<file path="src/rtl/imem_pkg.sv">
`default_nettype none
//------------------------------------------------------------------------------
// Module  : imem_pkg
// Purpose : Shared constants and loader state encoding for the instruction
//           memory loader and its byte packer.
// Contents: IMEM_ADDR_W  byte-address width of the instruction memory
//           IMEM_DEPTH   number of 32-bit words
//           NOP_WORD     fill pattern for unused lanes of a short final word
//           ld_state_e   loader FSM states
// Revision: 1.0 - initial release
//------------------------------------------------------------------------------
package imem_pkg;

   localparam int          IMEM_ADDR_W = 11;
   localparam int          IMEM_DEPTH  = 512;
   localparam logic [31:0] NOP_WORD    = 32'h0000_0013;  // addi x0,x0,0

   typedef enum logic [1:0] {
      LD_IDLE  = 2'd0,
      LD_RECV  = 2'd1,
      LD_WRITE = 2'd2,
      LD_DONE  = 2'd3
   } ld_state_e;

endpackage
`default_nettype wire

</file>
<file path="src/rtl/byte_packer.sv">
`default_nettype none
//------------------------------------------------------------------------------
// Module  : byte_packer
// Purpose : Assembles four little-endian stream bytes into one 32-bit word.
//           Byte k of a word lands in bits [8k+7:8k]. When the final byte of
//           the image arrives before lane 3, the lanes above it are filled
//           from PAD_WORD so the short word is still a valid instruction.
// Ports   : i_clk, i_rst_n  clock / asynchronous active-low reset
//           i_clear         restart at lane 0 (new load)
//           i_load          accept i_byte this cycle
//           i_byte          stream byte
//           i_last          i_byte is the last byte of the image
//           o_word          assembled word (stable until the next i_load)
//           o_complete      this accepted byte finishes a word
// Revision: 1.0 - initial release
//------------------------------------------------------------------------------
module byte_packer
   import imem_pkg::*;
#(
   parameter logic [31:0] PAD_WORD = NOP_WORD
) (
   input  logic        i_clk,
   input  logic        i_rst_n,
   input  logic        i_clear,
   input  logic        i_load,
   input  logic [7:0]  i_byte,
   input  logic        i_last,
   output logic [31:0] o_word,
   output logic        o_complete
);

   logic [1:0]  r_idx;
   logic [31:0] r_word;
   logic [31:0] w_next_word;

   // Per lane: take the incoming byte in the current lane, pad the lanes
   // above it when this is the final byte, otherwise keep what is held.
   // Lanes above the index that are not padded hold stale data, but they are
   // always overwritten before the word completes.
   generate
      for (genvar k = 0; k < 4; k++) begin : g_lane
         localparam logic [1:0] c_lane = 2'(k);
         assign w_next_word[8*k +: 8] =
            (r_idx == c_lane)              ? i_byte                :
            (i_last && (c_lane > r_idx))   ? PAD_WORD[8*k +: 8]    :
                                             r_word[8*k +: 8];
      end
   endgenerate

   assign o_complete = i_load && ((r_idx == 2'd3) || i_last);
   assign o_word     = r_word;

   always_ff @(posedge i_clk or negedge i_rst_n) begin
      if (!i_rst_n) begin
         r_idx  <= 2'd0;
         r_word <= 32'd0;
      end else if (i_clear) begin
         r_idx  <= 2'd0;
      end else if (i_load) begin
         r_word <= w_next_word;
         r_idx  <= o_complete ? 2'd0 : r_idx + 2'd1;
      end
   end

endmodule
`default_nettype wire

</file>
<file path="src/rtl/imem_loader.sv">
`default_nettype none
//------------------------------------------------------------------------------
// Module  : imem_loader
// Purpose : Write-side loader for the instruction memory. Takes a byte stream
//           (valid/ready), packs 4 bytes per word and writes consecutive words
//           from byte address 0 upward, holding the core in stall meanwhile.
// Ports   : i_clk, i_rst_n   clock / asynchronous active-low reset
//           i_start          begin a new load (honoured in IDLE or DONE only)
//           i_byte/i_valid   stream byte and its qualifier
//           i_last           marks the final byte of the image
//           o_ready          loader accepts a byte this cycle
//           o_we/o_waddr/o_wdata  memory write port, one pulse per word
//           o_busy           load in progress
//           o_done           image written; held until next i_start/reset
//           o_overflow       sticky: byte offered after memory filled
//           o_word_cnt       words written in the current load
// Revision: 1.0 - initial release
//------------------------------------------------------------------------------
module imem_loader
   import imem_pkg::*;
#(
   parameter int          ADDR_W   = IMEM_ADDR_W,
   parameter int          DEPTH    = IMEM_DEPTH,
   parameter logic [31:0] PAD_WORD = NOP_WORD
) (
   input  logic              i_clk,
   input  logic              i_rst_n,
   input  logic              i_start,
   input  logic [7:0]        i_byte,
   input  logic              i_valid,
   input  logic              i_last,
   output logic              o_ready,
   output logic              o_we,
   output logic [ADDR_W-1:0] o_waddr,
   output logic [31:0]       o_wdata,
   output logic              o_busy,
   output logic              o_done,
   output logic              o_overflow,
   output logic [ADDR_W-2:0] o_word_cnt
);

   // Counter value while the final word of the memory is being written.
   localparam logic [ADDR_W-2:0] c_last_word = (ADDR_W-1)'(DEPTH - 1);

   ld_state_e         r_state;
   ld_state_e         w_next_state;
   logic [ADDR_W-2:0] r_word_cnt;
   logic              r_last_seen;
   logic              r_overflow;
   logic              w_accept;
   logic              w_complete;
   logic              w_clear;
   logic [31:0]       w_word;

   assign w_accept = i_valid && (r_state == LD_RECV);
   assign w_clear  = i_start && ((r_state == LD_IDLE) || (r_state == LD_DONE));

   byte_packer #(
      .PAD_WORD   (PAD_WORD)
   ) u_packer (
      .i_clk      (i_clk),
      .i_rst_n    (i_rst_n),
      .i_clear    (w_clear),
      .i_load     (w_accept),
      .i_byte     (i_byte),
      .i_last     (i_last),
      .o_word     (w_word),
      .o_complete (w_complete)
   );

   // State register
   always_ff @(posedge i_clk or negedge i_rst_n) begin
      if (!i_rst_n) r_state <= LD_IDLE;
      else          r_state <= w_next_state;
   end

   // Next-state logic
   always_comb begin
      w_next_state = r_state;
      case (r_state)
         LD_IDLE:  if (i_start)    w_next_state = LD_RECV;
         LD_RECV:  if (w_complete) w_next_state = LD_WRITE;
         LD_WRITE: w_next_state = (r_last_seen || (r_word_cnt == c_last_word))
                                  ? LD_DONE : LD_RECV;
         LD_DONE:  if (i_start)    w_next_state = LD_RECV;
         default:  w_next_state = LD_IDLE;
      endcase
   end

   // State-decoded outputs
   always_comb begin
      o_ready = 1'b0;
      o_we    = 1'b0;
      o_busy  = 1'b0;
      o_done  = 1'b0;
      case (r_state)
         LD_RECV:  begin o_ready = 1'b1; o_busy = 1'b1; end
         LD_WRITE: begin o_we    = 1'b1; o_busy = 1'b1; end
         LD_DONE:  o_done = 1'b1;
         default:  ;
      endcase
   end

   // Word counter, end-of-image marker and overflow flag. The counter steps
   // on the edge that ends the write cycle, so o_waddr reflects the word
   // being written during LD_WRITE.
   always_ff @(posedge i_clk or negedge i_rst_n) begin
      if (!i_rst_n) begin
         r_word_cnt  <= '0;
         r_last_seen <= 1'b0;
         r_overflow  <= 1'b0;
      end else if (w_clear) begin
         r_word_cnt  <= '0;
         r_last_seen <= 1'b0;
         r_overflow  <= 1'b0;
      end else begin
         if (w_accept && w_complete) r_last_seen <= i_last;
         if (r_state == LD_WRITE)    r_word_cnt  <= r_word_cnt + 1'b1;
         if ((r_state == LD_DONE) && i_valid) r_overflow <= 1'b1;
      end
   end

   // The counter never exceeds DEPTH-1 during a write, so dropping its top
   // bit keeps the address in range without wrapping.
   assign o_waddr    = {r_word_cnt[ADDR_W-3:0], 2'b00};
   assign o_wdata    = w_word;
   assign o_word_cnt = r_word_cnt;
   assign o_overflow = r_overflow;

endmodule
`default_nettype wire

</file>
<file path="config.mk">
export PLATFORM = sky130hd
export DESIGN_NAME = imem_loader
export DESIGN_NICKNAME = d
export VERILOG_FILES = /design/src/rtl/imem_pkg.sv /design/src/rtl/byte_packer.sv /design/src/rtl/imem_loader.sv
export SDC_FILE = /design/constraint.sdc
export NUM_CORES = 1
export LEC_CHECK = 0
export ABC_AREA = 0
export CAP_MARGIN = 40
export CORE_MARGIN = 10
export CORE_UTILIZATION = 42
export DETAILED_ROUTE_END_ITERATION = 16
export GPL_TIMING_DRIVEN = 0
export HOLD_SLACK_MARGIN = 0.1
export PLACE_DENSITY = 0.78
export SETUP_SLACK_MARGIN = 0.02
export SKIP_LAST_GASP = 1
export SLEW_MARGIN = 10
export SYNTH_ARGS = -nofsm -noshare
export SYNTH_HDL_FRONTEND = slang
export SYNTH_SLANG_ARGS = --single-unit
</file>
<file path="constraint.sdc">
create_clock -name i_clk -period 1.92 [get_ports i_clk]
set_clock_uncertainty 0.1 [all_clocks]
set_input_delay 0.192 -clock i_clk [delete_from_list [all_inputs] [get_ports i_clk]]
set_output_delay 0.192 -clock i_clk [all_outputs]
set_load 0.02 [all_outputs]
</file>
==> results of run 1 <==
[kinds of logic after synthesis]
family	count (synthesis)	share of synthesized area, %
AND/OR/NAND/NOR	56	12.51
flip-flops	48	51.75
buffers and inverters	48	9.865
AO/OA/AOI/OAI	36	11.70
multiplexers	18	8.194
adder cells (fa/ha/maj)	8	4.313
XOR/XNOR	4	1.510
other	1	0.1616
[worst paths after layout]
| path | startpoint | endpoint | slack [ns] | depth (start not counted) |
|---|---|---|---|---|
| worst max-delay path | r_state[0]$_DFFE_PN0P_ | o_we | 0.06 | 3 |
| worst min-delay path | i_rst_n | o_overflow$_DFFE_PN0P_ | 0.23 | 2 |
| worst max register to register | r_state[1]$_DFFE_PN0P_ | u_packer.o_word[12]$_DFFE_PN0P_ | 0.10 | 6 |
| worst min register to register | u_packer.o_word[5]$_DFFE_PN0P_ | u_packer.o_word[5]$_DFFE_PN0P_ | 0.41 | 1 |
| max in group asynchronous | i_rst_n | u_packer.o_word[1]$_DFFE_PN0P_ | 1.00 | 3 |
| min in group i_clk | u_packer.o_word[5]$_DFFE_PN0P_ | u_packer.o_word[5]$_DFFE_PN0P_ | 0.41 | 1 |
[power groups by stage]
stage | logic (mW) | clock network, mW | registers, mW
CTS | 2.29 | 0.646 | 1.56
global route | 2.50 | 0.693 | 1.60
detailed placement | 2.28 | 0 | 1.57
finish | 2.31 | 0.634 | 1.56
global placement | 2.24 | 0 | 1.56
floorplan | 0.945 | 0 | 1.91
[repair_timing]
| action | CTS | global route |
|---|---|---|
| hold buffers | 1 | 0 |
| pin swaps | 1 | 3 |
| setup buffers | 2 | 1 |
| gates resized for setup | 6 | 14 |
| setup endpoints to repair | 32 | 38 |
| hold endpoints to repair | 48 | 0 |
[through the flow]
stage               setup slack (ns)  TNS [ns]  hold slack (ns)  total power [mW]
global placement             -0.8134    -41.82           0.3814             3.801
finish                       0.06173         0           0.2264             4.504
floorplan                    0.03697         0          -0.2036             2.852
detailed placement           -0.2318    -3.853          0.01396             3.853
CTS                          0.01269         0           0.2377             4.491
global route                -0.02119   -0.1044           0.2505             4.790
[final cells by class]
| class | instances | share of cell area [%] |
|---|---|---|
| sequential | 48 | 36.42 |
| tap | 72 | 2.728 |
| inverter | 25 | 2.842 |
| buffer | 19 | 3.714 |
| clock buffer | 6 | 2.501 |
| clock inverter | 2 | 0.4547 |
| timing repair buffer | 73 | 22.09 |
| multi-input combinational | 124 | 29.25 |
[routing by layer]
| layer | vias up | GRT usage (%) | part of all wire (%) |
|---|---|---|---|
| li1 | 897 | - | - |
| met1 | 915 | 16.22 | 41 |
| met2 | 39 | 23.40 | 54 |
| met3 | 5 | 2.538 | 4.1 |
| met4 | 0 | 4.177 | 1.1 |
| met5 | - | 0 | 0 |
[flip-flops by register name (all words and copies together), names as in the netlist]
name,cells
u_packer.r_idx,2
o_overflow,1
u_packer.o_word,32
r_state,2
r_last_seen,1
o_word_cnt,10
[placed cells by master (no fill, tap or decap), drive strengths merged, types with 9 or more instances in the layout]
cell	netlist	routed
buf	14	20
clkbuf	9	10
clkdlybuf4s50	0	65
dfrtp	48	48
inv	25	25
mux2i	10	10
nand2	16	16
nand4	11	11
nor2	9	9
o31ai	10	10
[worst register-to-register path, stage by stage (launching register included)]
cell and delay (ns):
dfrtp_1 0.42, inv_1 0.10, ha_4 0.19, and2_1 0.15, clkbuf_1 0.16, and3_2 0.32, o31ai_1 0.28
==> metrics.md, run 1 <==
| Metric | Value |
|---|---|
| Status | `completed` |
| Final core occ | `approximately three fifths` |
| CTS sink cnt | `48` |
| Internal power | `about 2.7 mW` |
| Average size of a mapped cell | `roughly 11 um^2` |
| Number of buffers created by CTS | `5` |
| Sw power | `around 1.8 mW` |
| Clk buf depth | `2` |
| Vias in the first global route | `approximately 1900` |
| Die X-Extent | `between 90 and 100 um` |
| Post-synth top area cell | `dfrtp_1` |
| RSZ-0062 raised after global routing | `yes` |
| CP endpoint kind | `output port` |
| Fin. max-slew vios | `0` |
| Crit path max fanout | `4` |
| Final hold violations | `0` |
| First-pass GRT wire length | `approximately 9.6 mm` |
| I/O pin total | `71` |
| Die Area | `~0.0089 mm^2` |
| 1st-iter DRT viols | `95` |
| Ys async rst share | `100.0%` |
| Top delay family on crit path | `buffers and inverters` |
| Area contributors post-synth | `dfrtp_1 52%, ha_1 4.3%, mux2i_1 4.3%` |
| DR DRC count | `0` |
| Distinct cells, synth | `35` |
| Yosys top cell area share | `about half` |
| Gpl congestion | `a little under 0.8` |
| #FFs+latches synth | `48` |
| Initial antenna violation count | `0` |
| Top_reg_cell synth | `dfrtp_1` |
| Die Ht | `94.34 um` |
| Root Driver | `clkbuf_8` |
| First-pass iteration count of the detailed router | `4` |
| Footprint of the multi-input gates | `965.9 um^2` |
| Power density cells | `~1400 mW/mm^2` |
| # rows | `27` |
| Register Area | `approximately 0.0012 mm^2` |
| Final Setup Violations | `0` |
| N_diodes | `0` |
| Post-Syn Instances | `about 220` |
| Worst EP arrival | `~1.6 ns` |
| Share of cells above drive strength 1 | `17.17%` |
| Count leader, synth | `dfrtp_1` |
| Worst path max stage delay | `approximately 0.60 ns` |
| Design area | `0.003302 mm^2` |
| I/O Buffers | `around 70` |
| Fill cells | `~440` |
| Maxcap violations | `0` |
| H-tree levels | `2` |
| Number of synthesized flops with an enable pin | `0` |
| Vias | `approximately 1900` |
| CP Buf/Inv Count | `2` |
| HP Class | `in -> async` |
| Share of power burned in registers | `about a third` |
| Slowest-stage cell, CP | `clkdlybuf4s50_1` |
| CTS tree | `built` |
| Lkg Pwr | `~1.4 nW` |
| Yosys warning total | `0` |
| Routed vias/inst | `approximately 5.0` |
| Net Sw Frac | `a little under 40%` |
| DRT antenna net count | `0` |
| Dpl hpwl | `about 4.5 mm` |
| Skew-Pair Late Insertion Delay | `0.30 ns` |
| Initial Util | `42.67%` |
| Placed Cells | `between 300 and 400` |
| FMAX | `roughly 0.54 GHz` |
| Layout Nets | `about 320` |
| Final min period | `around 1.9 ns` |
| Fin crit share | `a little over nine tenths` |
| Total wire length | `between 5 and 6 mm` |
| Post-synthesis sequential area ratio | `approximately half` |
| Worst vdd ir | `approximately 820 uV` |
| Crit path kind | `reg -> out` |
| Combinational fraction of design power | `51.4%` |
| WL/cell | `15.96 um` |
| Placement Cell Area | `about 0.0031 mm^2` |
| Critical Path RT | `~1.6 ns` |
| Startpoint types | `flop` |
| CORE AREA | `between 0.005 and 0.006 mm^2` |
| Synth Cell Area | `about 0.0023 mm^2` |
| Final Non-Filler Cells | `369` |
| Clk pwr share | `14.1%` |
| Worst-path clk slew | `around 0.09 ns` |
| Synth top cells by count | `48 x dfrtp_1, 25 x inv_1, 16 x nand2_1` |
| Overall routing resource usage | `13.39%` |
| Gr ovfl total | `0` |
| P&R area growth vs syn | `42.26%` |
| CP Cell Sequence | `inv_2 -> ha_4 -> clkdlybuf4s50_1` |
| Largest net degree at the start of global routing | `36` |
(Power assumes the default switching activity.)
==> run 2: changes to the inputs <==
- SETUP_SLACK_MARGIN: 0.02 -> default
==> metrics.md, run 2 (synthesis results as in run 1) <==
| Metric | Value |
|---|---|
| Status | `completed` |
| I/O pin total | `between 70 and 80` |
| Worst-path clk slew | `around 0.090 ns` |
| Worst slack at placement | `-0.2055 ns` |
| First-pass GRT wire length | `roughly 9.5 mm` |
| H-tree levels | `2` |
| Skew-Pair Late Insertion Delay | `0.30 ns` |
| DRT antenna net count | `0` |
| Combinational fraction of design power | `about half` |
| Clk buf depth | `2` |
| Total power | `4.612 mW` |
| Maxcap violations | `0` |
| Final Non-Filler Cells | `about 370` |
| Lkg Pwr | `around 1.4 nW` |
| Final hold violations | `0` |
| Share of power burned in registers | `around 34%` |
| P&R area growth vs syn | `43.34%` |
| Final core occ | `around three fifths` |
| Total negative setup slack | `0 ns` |
| Die X-Extent | `about 94 um` |
| WL/cell | `between 15 and 20 um` |
| Setup ws final | `0.02418 ns` |
| CP Buf/Inv Count | `2` |
| Initial antenna violation count | `0` |
| Critical Path RT | `~1.6 ns` |
| Worst vdd ir | `between 700 and 800 uV` |
| CTS tree | `built` |
| CP Cell Sequence | `buf_4 -> ha_1 -> clkdlybuf4s50_1` |
| HP Class | `in -> async` |
| Number of buffers created by CTS | `5` |
| Placed Cells | `361` |
| Stages on worst setup path | `3` |
| Commonest non-fill, non-tap cells in the layout | `65 x clkdlybuf4s50_1, 48 x dfrtp_1, 25 x inv_1` |
| Initial Util | `42.67%` |
| Final min period | `1.896 ns` |
| Routed vias/inst | `4.967` |
| Root Driver | `clkbuf_8` |
| Worst path max stage delay | `0.55 ns` |
| Overall routing resource usage | `between 10% and 20%` |
| Worst r2r path cells | `6` |
| Die Ht | `94.34 um` |
| Net Sw Frac | `37.79%` |
| I/O Buffers | `approximately 70` |
| Fin. max-slew vios | `0` |
| DR DRC count | `0` |
| Max FFs per register | `32` |
| N_diodes | `0` |
| Sw power | `between 1.5 and 2 mW` |
| Die Area | `between 0.008 and 0.009 mm^2` |
| CTS sink cnt | `48` |
| Gr ovfl total | `0` |
| Vias in the first global route | `about 1900` |
| Gpl congestion | `just under 0.8` |
| Slowest-stage cell, CP | `clkdlybuf4s50_1` |
| Fin crit share | `approximately 99%` |
| Commonest non-fill, non-tap cell in the layout | `clkdlybuf4s50_1` |
| Top delay family on crit path | `buffers and inverters` |
| FMAX | `between 0.5 and 0.6 GHz` |
| Fill cells | `about 430` |
| CP endpoint kind | `output port` |
| Internal power | `about 2.9 mW` |
| Dpl hpwl | `4.471 mm` |
| Worst EP arrival | `1.60 ns` |
| 1st-iter DRT viols | `roughly 100` |
| Total wire length | `about 5.8 mm` |
| Share of cells above drive strength 1 | `between 15 and 20%` |
| Final Setup Violations | `0` |
| Reg-to-reg slack, setup | `approximately 0.060 ns` |
| Vias | `roughly 1800` |
| Crit path kind | `reg -> out` |
| Layout Nets | `around 320` |
| # rows | `27` |
| CORE AREA | `about 0.0054 mm^2` |
| Largest net degree at the start of global routing | `34` |
| Startpoint types | `flop` |
| First-pass iteration count of the detailed router | `5` |
| Crit path max fanout | `4` |
| Power density cells | `roughly 1400 mW/mm^2` |
| Clk pwr share | `16.4%` |
## run 2: metrics by stage
stage	cell area, um^2	hold WS (ns)
after global placement	3110	0.3795
after floorplan	2340	-0.2036
after global routing	3327	0.2847
after CTS	3278	0.2545
final	3327	0.2534
after detailed placement	3126	0.02749
## run 2: power groups by stage
stage	combinational, mW	clock, mW	sequential (mW)
finish	2.30	0.756	1.55
global route	2.52	0.813	1.60
CTS	2.27	0.774	1.55
detailed placement	2.25	0	1.57
global placement	2.22	0	1.56
floorplan	0.929	0	1.90
## run 2: metal layers
layer	GRT usage [%]	part of all wire (%)	up-vias
met1	16.74	42	877
met2	21.45	50	46
met4	5.063	1.9	0
met5	0	0	-
li1	-	-	900
met3	3.648	5.4	10
## run 2: timing repair
item,4_1_cts,5_1_grt
buffers inserted,1,3
gates cloned,0,0
hold buffers,1,0
pin swaps,1,2
endpoints found under the setup margin,31,37
endpoints found under the hold margin,48,0
resized for setup,5,12
## run 2: final cells by class
class	count	area, um^2	area share [%]
Timing Repair Buffer	74	750.7	22.56
Buffer	18	121.4	3.648
Multi-Input combinational cell	124	948.4	28.51
Sequential cell	48	1201	36.10
Inverter	25	93.84	2.821
Tap cell	72	90.09	2.708
Clock buffer	6	82.58	2.482
Clock inverter	2	38.79	1.166
## run 2: path summary, 6_finish.rpt
kind	startpoint	to
setup / recovery	r_state[0]$_DFFE_PN0P_	o_done
hold / removal	i_rst_n	u_packer.o_word[10]$_DFFE_PN0P_
setup reg to reg	r_state[0]$_DFFE_PN0P_	u_packer.o_word[25]$_DFFE_PN0P_
hold reg to reg	o_overflow$_DFFE_PN0P_	o_overflow$_DFFE_PN0P_
max in group asynchronous	i_rst_n	u_packer.r_idx[0]$_DFFE_PN0P_
min in group i_clk	o_overflow$_DFFE_PN0P_	o_overflow$_DFFE_PN0P_
==> run 3: changes to the inputs <==
--- a/config.mk
+++ b/config.mk
@@ -12,3 +12,2 @@
 export DETAILED_ROUTE_END_ITERATION = 16
-export GPL_TIMING_DRIVEN = 0
 export HOLD_SLACK_MARGIN = 0.1
==> constraint.sdc (replaced) <==
create_clock -name i_clk -period 1.92 [get_ports i_clk]
set_clock_uncertainty 0.1 [all_clocks]
set_input_delay 0.288 -clock i_clk [delete_from_list [all_inputs] [get_ports i_clk]]
set_output_delay 0.288 -clock i_clk [all_outputs]
set_load 0.02 [all_outputs]
==> metrics.md, run 3 (synthesis results as in run 1) <==
| Metric | Value |
|---|---|
| Clk buf depth | `2` |
| Largest net degree at the start of global routing | `49` |
| I/O pin total | `71` |
| R2r startpoint | `r_state[1]$_DFFE_PN0P_` |
| RSZ-0062 raised after global routing | `no` |
| First-pass GRT wire length | `9.453 mm` |
| Vias | `1777` |
| Share of cells above drive strength 1 | `a little under an eighth` |
| CTS sink cnt | `48` |
| Worst vdd ir | `between 800 and 900 uV` |
| Commonest non-fill, non-tap cell in the layout | `clkdlybuf4s50_1` |
| P&R area growth vs syn | `36.66%` |
| Crit path max fanout | `7` |
| Commonest non-fill, non-tap cells in the layout | `63 x clkdlybuf4s50_1, 48 x dfrtp_1, 25 x inv_1` |
| Worst EP arrival | `1.46 ns` |
| Hold wc startpoint | `u_packer.o_word[5]$_DFFE_PN0P_` |
| CTS tree | `built` |
| Gr ovfl total | `0` |
| WL/cell | `approximately 17 um` |
| Lkg Pwr | `roughly 1.3 nW` |
| Gpl congestion | `~0.78` |
| Worst rel slew slack | `about three fifths` |
| Max FFs per register | `32` |
| Total wire length | `approximately 5.9 mm` |
| 1st-iter DRT viols | `about 110` |
| Die Area | `slightly below 0.009 mm^2` |
| Layout Nets | `roughly 300` |
| Die X-Extent | `roughly 94 um` |
| DRT antenna net count | `0` |
| Power density cells | `roughly 1400 mW/mm^2` |
| Fin. max-slew vios | `0` |
| Fill cells | `about 460` |
| HP Class | `reg -> reg` |
| CP endpoint kind | `output port` |
| Beginning of the critical path | `r_state[1]$_DFFE_PN0P_` |
| Final min period | `between 1.5 and 2 ns` |
| Worst-Margin Slew | `roughly 0.60 ns` |
| Maxcap violations | `0` |
| Routed vias/inst | `around 5` |
| Placement Cell Area | `0.003063 mm^2` |
| Vias in the first global route | `roughly 1800` |
| Number of buffers created by CTS | `5` |
| DR DRC count | `0` |
| Final core occ | `about 60%` |
| Overall routing resource usage | `a little over an eighth` |
| Design area | `~0.0032 mm^2` |
| CORE AREA | `around 0.0054 mm^2` |
| Initial Util | `42.67%` |
| Skew-Pair Late Insertion Delay | `approximately 0.3 ns` |
| Dpl hpwl | `about 4.4 mm` |
| Critical Path RT | `roughly 1.5 ns` |
| Worst-path clk slew | `about 0.09 ns` |
| First-pass iteration count of the detailed router | `4` |
| Final Setup Violations | `0` |
| H-tree levels | `2` |
| Root Driver | `clkbuf_8` |
| Fin crit share | `a little over nine tenths` |
| # rows | `27` |
| I/O Buffers | `roughly 70` |
| Final hold violations | `0` |
| Startpoint types | `flop` |
| Initial antenna violation count | `0` |
| Status | `completed` |
| Crit path kind | `reg -> out` |
| N_diodes | `0` |
| FMAX | `0.5408 GHz` |
| Die Ht | `~94 um` |
run 3: cell types whose count changed in the layout (fill, tap and decap cells not counted), moves of 2 or more:
cell / delta
clkbuf_1: -2
and3_1: +2
buf_4: -7
buf_1: -2
clkdlybuf4s50_1: -2
and3_2: -2
nand3_1: +2
run 3: worst max-delay path, cell delays in order (launching register included):
cell and delay [ns]:
dfrtp_1 0.43, inv_1 0.10, ha_2 0.25, dlygate4sd2_1 0.39
run 3: worst paths after layout:
path | endpoint | slack (ns) | depth (start not counted)
setup / recovery | o_ready | 0.07 | 3
hold / removal | u_packer.o_word[5]$_DFFE_PN0P_ | 0.41 | 1
setup reg to reg | u_packer.o_word[27]$_DFFE_PN0P_ | 0.12 | 5
hold reg to reg | u_packer.o_word[5]$_DFFE_PN0P_ | 0.41 | 1
max in group asynchronous | u_packer.r_idx[1]$_DFFE_PN0P_ | 0.81 | 3
min in group asynchronous | o_word_cnt[3]$_DFFE_PN0P_ | 0.51 | 3
run 3: metal layers:
metal,up-vias,track usage (%),wire [um],share of wire [%]
li1,870,-,-,-
met1,864,15.75,2466,42
met2,32,22.20,2954,50
met3,11,3.331,274,4.7
met4,0,5.949,172,2.9
met5,-,0,0,0
run 3: area by class of cell:
| class | instances | area [um^2] | share of cell area, % |
|---|---|---|---|
| inverter | 25 | 93.84 | 2.959 |
| sequential | 48 | 1201 | 37.87 |
| tap | 72 | 90.09 | 2.840 |
| timing repair buffer | 78 | 774.5 | 24.42 |
| clock buffer | 6 | 82.58 | 2.604 |
| multi-input combinational | 124 | 915.9 | 28.88 |
| clock inverter | 2 | 13.76 | 0.4339 |
run 3: report_power, final:
part           total (mW)  internal [mW]  leakage (nW)  switching [mW]
clock network       0.642          0.295        0.0516           0.347
logic                2.26           1.08         0.653            1.18
registers            1.56           1.33         0.635           0.222
run 3: what timing repair did:
action / in CTS / in global routing
pin swaps: 0 / 1
setup buffers: 0 / 0
hold buffers: 1 / 0
resized for setup: 4 / 3
endpoints found under the hold margin: 48 / 0
setup endpoints to repair: 4 / 19
gates cloned: 0 / 0
run 3: metrics by stage:
step	setup WS, ns	TNS, ns	hold slack (ns)	total power, mW	instances
6_report	0.07086	0	0.4102	4.457	355
5_1_grt	0.001375	0	0.4175	4.748	355
4_1_cts	0.03938	0	0.4132	4.493	355
3_5_place_dp	-0.04186	-0.2243	0.3195	3.874	346
3_3_place_gp	0.02488	0	0.3118	3.818	346
2_1_floorplan	0.001421	0	-0.1076	2.831	220
